--- src/rtl/mem_port_arbiter.sv ---
`timescale 1ns/1ps
`default_nettype none
// ============================================================================
// Module      : mem_port_arbiter
// Description : Round-robin arbiter sharing one byte-wide memory port between
//               an instruction-fetch requester (0, read-only) and a data
//               load/store requester (1). Each granted word access is run as
//               four sequential byte beats; read bytes are assembled
//               little-endian. Handshake at T -> resp_valid at T+6.
//               Optional performance counters under MEM_ARB_PERF_CNT_EN.
// Revision    : 1.0 - initial release
// ============================================================================
module mem_port_arbiter #(
    parameter int ADDR_W = 12
) (
    input  logic              clk,
    input  logic              rst_n,
    input  logic [1:0]        req_valid,
    output logic [1:0]        req_ready,
    input  logic [1:0]        req_we,
    input  logic [ADDR_W-1:0] req_addr0,
    input  logic [ADDR_W-1:0] req_addr1,
    input  logic [31:0]       req_wdata1,
    output logic [1:0]        resp_valid,
    output logic [31:0]       resp_rdata,
    output logic              mem_en,
    output logic              mem_we,
    output logic [ADDR_W-1:0] mem_addr,
    output logic [7:0]        mem_wdata,
    input  logic [7:0]        mem_rdata
`ifdef MEM_ARB_PERF_CNT_EN
    ,
    input  logic              perf_clr,
    output logic [31:0]       perf_grant0,
    output logic [31:0]       perf_grant1,
    output logic [31:0]       perf_conflict
`endif
);

    typedef enum logic [1:0] {
        S_IDLE  = 2'd0,
        S_BEAT  = 2'd1,
        S_DRAIN = 2'd2,
        S_DONE  = 2'd3
    } state_t;

    state_t             r_state;
    state_t             w_state_nxt;
    logic               r_id;
    logic               r_we;
    logic [ADDR_W-1:0]  r_addr;
    logic [31:0]        r_wdata;
    logic [1:0]         r_beat;
    logic               r_last;
    logic [23:0]        r_shift;
    logic [31:0]        r_rdata;

    logic [1:0]         w_gnt;
    logic               w_hs;
    logic               w_hs_id;
    logic [7:0]         w_wbyte;

    // Round-robin grant: a lone requester wins; on conflict the one not served last wins
    always_comb begin
        w_gnt = 2'b00;
        case (req_valid)
            2'b01:   w_gnt = 2'b01;
            2'b10:   w_gnt = 2'b10;
            2'b11:   w_gnt = r_last ? 2'b01 : 2'b10;
            default: w_gnt = 2'b00;
        endcase
    end

    assign req_ready = (r_state == S_IDLE) ? w_gnt : 2'b00;
    assign w_hs      = |(req_valid & req_ready);
    assign w_hs_id   = req_ready[1];

    // Byte lane of the latched store word for the current beat
    always_comb begin
        w_wbyte = 8'h00;
        case (r_beat)
            2'd0:    w_wbyte = r_wdata[7:0];
            2'd1:    w_wbyte = r_wdata[15:8];
            2'd2:    w_wbyte = r_wdata[23:16];
            default: w_wbyte = r_wdata[31:24];
        endcase
    end

    // Next-state and memory/response outputs decoded from the current state
    always_comb begin
        w_state_nxt = r_state;
        mem_en      = 1'b0;
        mem_we      = 1'b0;
        mem_addr    = '0;
        mem_wdata   = 8'h00;
        resp_valid  = 2'b00;
        case (r_state)
            S_IDLE: begin
                if (w_hs) begin
                    w_state_nxt = S_BEAT;
                end
            end
            S_BEAT: begin
                mem_en    = 1'b1;
                mem_we    = r_we;
                mem_addr  = r_addr + {{(ADDR_W-2){1'b0}}, r_beat};
                mem_wdata = w_wbyte;
                if (r_beat == 2'd3) begin
                    w_state_nxt = S_DRAIN;
                end
            end
            S_DRAIN: begin
                w_state_nxt = S_DONE;
            end
            default: begin
                resp_valid  = r_id ? 2'b10 : 2'b01;
                w_state_nxt = S_IDLE;
            end
        endcase
    end

    assign resp_rdata = r_rdata;

    // State register plus request latch, beat counter and read-byte capture
    always_ff @(posedge clk or negedge rst_n) begin
        if (!rst_n) begin
            r_state <= S_IDLE;
            r_id    <= 1'b0;
            r_we    <= 1'b0;
            r_addr  <= '0;
            r_wdata <= 32'h0;
            r_beat  <= 2'd0;
            r_last  <= 1'b1;
            r_shift <= 24'h0;
            r_rdata <= 32'h0;
        end else begin
            r_state <= w_state_nxt;
            if (r_state == S_IDLE && w_hs) begin
                r_id    <= w_hs_id;
                // requester 0 is read-only, so its write-enable bit is masked
                r_we    <= req_we[w_hs_id] & w_hs_id;
                r_addr  <= w_hs_id ? req_addr1 : req_addr0;
                r_wdata <= w_hs_id ? req_wdata1 : 32'h0;
                r_last  <= w_hs_id;
                r_beat  <= 2'd0;
            end
            if (r_state == S_BEAT) begin
                r_beat <= r_beat + 2'd1;
                // read data trails the strobe by one cycle: capture from beat 1 on
                if (r_beat != 2'd0) begin
                    r_shift <= {mem_rdata, r_shift[23:8]};
                end
            end
            if (r_state == S_DRAIN) begin
                r_rdata <= r_we ? 32'h0 : {mem_rdata, r_shift};
            end
        end
    end

`ifdef MEM_ARB_PERF_CNT_EN
    logic [31:0] r_perf_g0;
    logic [31:0] r_perf_g1;
    logic [31:0] r_perf_cf;

    // Saturating grant/conflict counters; a clear overrides a same-cycle increment
    always_ff @(posedge clk or negedge rst_n) begin
        if (!rst_n) begin
            r_perf_g0 <= 32'h0;
            r_perf_g1 <= 32'h0;
            r_perf_cf <= 32'h0;
        end else if (perf_clr) begin
            r_perf_g0 <= 32'h0;
            r_perf_g1 <= 32'h0;
            r_perf_cf <= 32'h0;
        end else if (w_hs) begin
            if (!w_hs_id && r_perf_g0 != 32'hFFFF_FFFF) begin
                r_perf_g0 <= r_perf_g0 + 32'd1;
            end
            if (w_hs_id && r_perf_g1 != 32'hFFFF_FFFF) begin
                r_perf_g1 <= r_perf_g1 + 32'd1;
            end
            if ((&req_valid) && r_perf_cf != 32'hFFFF_FFFF) begin
                r_perf_cf <= r_perf_cf + 32'd1;
            end
        end
    end

    assign perf_grant0   = r_perf_g0;
    assign perf_grant1   = r_perf_g1;
    assign perf_conflict = r_perf_cf;
`endif

endmodule
`default_nettype wire
--- config.mk ---
export PLATFORM = sky130hd
export DESIGN_NAME = mem_port_arbiter
export DESIGN_NICKNAME = d
export VERILOG_FILES = /design/src/rtl/mem_port_arbiter.sv
export SDC_FILE = /design/constraint.sdc
export NUM_CORES = 1
export LEC_CHECK = 0
export BUFFER_PORTS_ARGS = -buffer_cell sky130_fd_sc_hd__buf_2
export CAP_MARGIN = 20
export CORE_AREA = 2 2 101 201
export CTS_BUF_LIST = sky130_fd_sc_hd__clkbuf_2 sky130_fd_sc_hd__clkbuf_4 sky130_fd_sc_hd__clkbuf_8
export DETAILED_ROUTE_END_ITERATION = 12
export DIE_AREA = 0 0 103 203
export MAX_ROUTING_LAYER = met4
export PLACE_DENSITY = 0.44
export SYNTH_ARGS = -nofsm -noshare
export SYNTH_HDL_FRONTEND = slang
export SYNTH_SLANG_ARGS = --single-unit
--- constraint.sdc ---
create_clock -name clk -period 3.7 [get_ports clk]
set_clock_uncertainty 0.1 [all_clocks]
set_input_delay 0.37 -clock clk [delete_from_list [all_inputs] [get_ports clk]]
set_output_delay 0.37 -clock clk [all_outputs]
set_load 0.01 [all_outputs]
### Word level (Yosys, flattened, before mapping)

Cells that the tools add are included.

| cells by class | value |
|---|---|
| reduce and logical (&&, ||, !) cells | 9 |
| order comparisons | 1 |
| shifts and indexed selects | 0 |
| equality and inequality tests | 10 |
| bitwise gates (word level) | 2 |
| multiply operators | 0 |
| divide/modulo/power cells | 0 |
| add/sub/neg operators | 2 |
| multiplexer cells | 20 |

Operators by type and width:

| operator | count |
|---|---|
| 32-bit 2-to-1 mux | 2 |
| 12-bit 2-to-1 mux | 2 |
| 8-bit one-hot mux with 3 select lines | 1 |
| 2-bit 2-to-1 mux | 8 |
| 12-bit by 2-bit adder with 12-bit output | 1 |
| 2-bit one-hot mux with 3 select lines | 2 |
| 2-bit equality test, second input constant | 5 |
| 8-bit 2-to-1 mux | 1 |
| 2-bit by 1-bit equality test with 1-bit output, second input constant | 3 |
| 2-bit logical NOT | 2 |
| 1-bit 2-to-1 mux | 4 |
| 2-bit inequality test, second input constant | 2 |
| 2-bit AND reduction | 2 |
| 2-bit nonzero test | 2 |
| 3-bit OR reduction | 1 |
| 2-bit by 1-bit adder with 2-bit output, second input constant | 1 |
| 2-bit bitwise AND | 1 |
| 1-bit by 2-bit less-than comparator with 1-bit output, second input constant | 1 |
| 2-bit OR reduction | 1 |
| 1-bit bitwise AND | 1 |
| 1-bit logical AND | 1 |

| word-level totals | value |
|---|---|
| logic and storage cells | 53 |
| memories kept | 0 |
| latch bits | 0 |
| bits in registers | 107 |
| bits in writable memories | 0 |
| output and inout bits | 58 |
| ROM bits | 0 |
| input bits | 70 |

### Depth between registers and ports, before layout

| logic depth | value |
|---|---|
| depth after elaboration | 8 |
| mapped depth | 7 |
| mapped depth without buffers | 6 |

### Worst setup path before layout

No wires, ideal clock.

| path | value |
|---|---|
| kind | register -> output |
| start | register r_beat[0] |
| end | output mem_addr[6] |
| path buffers | 0 |
| data required time | 3.230 ns |
| stages on the path, launching flop included | 6 |
| setup slack | 1.635 ns |
| data arrival time | 1.595 ns |
| path through | dfrtp_1 ha_1 fa_1 nand2_1 or3_1 a21boi_0 |

| on the way | value |
|---|---|
| cells in the longest elaborated chain, start to end | 2 |

RTL lines:

| what | line | RTL |
|---|---|---|
| from (decl) | 53 | `logic [1:0] r_beat;` |
| from (signal assigned) | 148 | `r_beat <= r_beat + 2'd1;` |
| 12-bit by 2-bit adder with 12-bit output | 106 | `mem_addr = r_addr + {{(ADDR_W-2){1'b0}}, r_beat};` |
| 12-bit 2-to-1 mux | 97 | `case (r_state)` |
| to (decl) | 28 | `output logic [ADDR_W-1:0] mem_addr,` |

Every way passes these cells.

### Final worst setup path

Same ends and word-level chain as after synthesis.

==> flow_summary.ini <==
[setup_path]
slowest_delay_ns = 0.50
cp-start-kind = flip-flop
cp.arrival_ns = 2.33
crit_fanout = 6
crit_type = flip-flop to output pin
required_ns = 3.23
crit_chain = ha_1 > fa_1 > nand2_1 > or3_1 > a21boi_0 > buf_2
slowest_stage = dfrtp_1
cp-end-kind = output pin

[run_status]
status = complete, no violations

[place]
dp_hpwl_um = 8820
post_dp_cell_area_sq_um = 5690
portBuffers = 126
gp_congestion = 0.759

[final_layout]
area_delta_synth_final_pct = 22.8
antenna_cells = 0
final_cell_mix = buf_2, dfrtp_1, nand2_1
drive_gt1_frac = 0.319
final_common_cell = buf_2
final_cell_area_sq_um = 5880
nFillCells = 2125
final_nets = 652

[sta]
tightestPinTransition_ns = 1.05
min_period_over_period = 0.757
hold_viol = 0
setup_viol = 0
tns_ns = 0
final-max-slew-violation-count = 0
relSlewSlack = 0.299
rsz0062_at_grt = no
min_period_ns = 2.80
fmax_mhz = 357

[power_and_ir_drop]
irDropWorstVdd_v = 0.000273
power.leakage_nw = 2.87
p_per_area_nw_per_um2 = 821

[floorplanning]
die_w_um = 103
die_h_um = 203
row_count = 72
pin_count = 128
dieArea_sq_um = 20900
coreArea_sq_um = 19300
initial_core_util = 0.249

[yosys]
netlist_instances = 451
syn_area_sq_um = 4790
yosysSeqAreaShare = 0.559
yosys_register_bits = 107
synth_fp_nets = 533
avgSynthCellArea_sq_um = 10.6
synth_cell_type_count = 35
ys_warn_count = 0

[drt]
via_count = 3691
wirelength_um = 12400
drtAntennaViolNets = 0
drc = 0
via_per_inst = 4.43
firstDrtPassIters = 5
detail_route.iter0.violations = 90
wire_per_inst_um = 14.9

[clock_tree]
cts_sinks = 107
clk_transition_reported_paths_ns = 0.10
clk_latency_ns = 0.37
numCtsBuffers = 9
root_buffer = clkbuf_8
htree_levels = 3
cts_resized = 0
clk_path_buf_depth = 2
cts_tree = yes

[global_routing]
gr-usage-all-layers = 0.127
grt_first_pass_wirelength_um = 19900
grt-ovfl-total = 0
antenna_found_initial = 0
grt_max_degree = 47
grt_pass1_vias = 3897

[job]
cap_violations = 0

[worst_hold_path]
hold_path_class = input port to flip-flop
==> state kept, by name, indices dropped and copies added, names as in the netlist <==
signal,flops
r_wdata,32
resp_rdata,32
r_shift,24
r_addr,12
r_beat,2
r_state,2
r_id,1
r_last,1
r_we,1
==> kinds of logic after synthesis <==
family / Yosys count / share of synthesized area
compound gates: 120 / 0.164
simple gates: 113 / 0.110
flops: 107 / 0.559
buf+inv: 66 / 0.0606
mux: 26 / 0.0608
fa+ha+maj: 12 / 0.0329
xor+xnor: 7 / 0.0128
==> synth_stat cells, drive strengths merged <==
master,n,share of area
a21oi,16,0.017
nand3,5,0.0063
o32a,1,0.0021
dfrtp,106,0.55
a21boi,2,0.0031
nand2,62,0.049
a22o,33,0.060
nor2b,4,0.0052
nor2,14,0.011
nor4b,1,0.0031
mux2,25,0.059
nand2b,2,0.0026
and2,19,0.025
a21o,3,0.0047
o21ai,55,0.057
xnor2,2,0.0037
buf,21,0.025
mux2i,1,0.0021
o22ai,1,0.0013
inv,37,0.029
ha,11,0.029
a222oi,8,0.017
nor4,2,0.0039
nor3,2,0.0021
o31ai,1,0.0016
xor2,5,0.0091
dfstp,1,0.0055
or3,2,0.0026
fa,1,0.0042
clkbuf,8,0.0063
==> layout make-up <==
cell class | count | area, sq um | area share
sequential | 107 | 2680 | 0.455
multi-input combinational | 278 | 1850 | 0.314
inverter | 37 | 139 | 0.0236
timing repair buffer | 137 | 718 | 0.122
tap | 259 | 324 | 0.0551
clock inverter | 3 | 22.5 | 0.00383
clock buffer | 12 | 153 | 0.0259
==> timing repair <==
action | in CTS | in global routing
hold endpoints to repair | 44 | 0
hold buffers | 1 | 0
setup buffers | 0 | 0
endpoints found under the setup margin | 0 | 0
==> worst paths after layout <==
path                       slack (ns)  depth (start not counted)             end           from
max                              0.90                          6     mem_addr[6]      r_beat[0]
min                              0.11                          2      r_wdata[9]  req_wdata1[9]
max reg2reg                      1.45                          5      r_shift[7]     r_state[1]
min reg2reg                      0.38                          2   resp_rdata[1]     r_shift[1]
max in group asynchronous        2.16                          3  resp_rdata[20]          rst_n
min in group asynchronous        0.44                          2   resp_rdata[7]          rst_n
==> routing by layer <==
layer  up-vias  track usage  share of wire  routed length, um
li1       1774            -              -                  -
met1      1793        0.145           0.42               5150
met2       110        0.216           0.52               6460
met3        14       0.0213          0.040                499
met4         0       0.0540          0.022                275
met5         -            -              0                  0
==> through the flow <==
stage | instances | setup slack [ns] | power (W) | utilization | hold WS, ns
finish | 833 | 0.899 | 0.00483 | 0.305 | 0.107
global route | 833 | 0.695 | 0.00528 | 0.305 | 0.0816
CTS | 832 | 0.881 | 0.00493 | 0.305 | 0.0806
detailed placement | 816 | 1.28 | 0.00423 | 0.295 | 0.326
global placement | 816 | 1.33 | 0.00416 | 0.295 | 0.325
floorplan | 451 | 1.63 | 0.00348 | - | -0.0256
==> worst max-delay path, delay by kind of cell, from the launching register on <==
kind                     cells  cell delay (ns)
AO/OA/AOI/OAI                1             0.26
AND/OR/NAND/NOR              2             0.48
buffers and inverters        1             0.19
adder cells (fa/ha/maj)      2             0.52
flip-flops                   1             0.50
==> report_power, final <==
part | switching, W | internal [W]
clock | 0.000405 | 0.000280
sequential | 0.000379 | 0.00174
combinational | 0.00110 | 0.000931
total | 0.00189 | 0.00295
(Power assumes the default switching activity.)
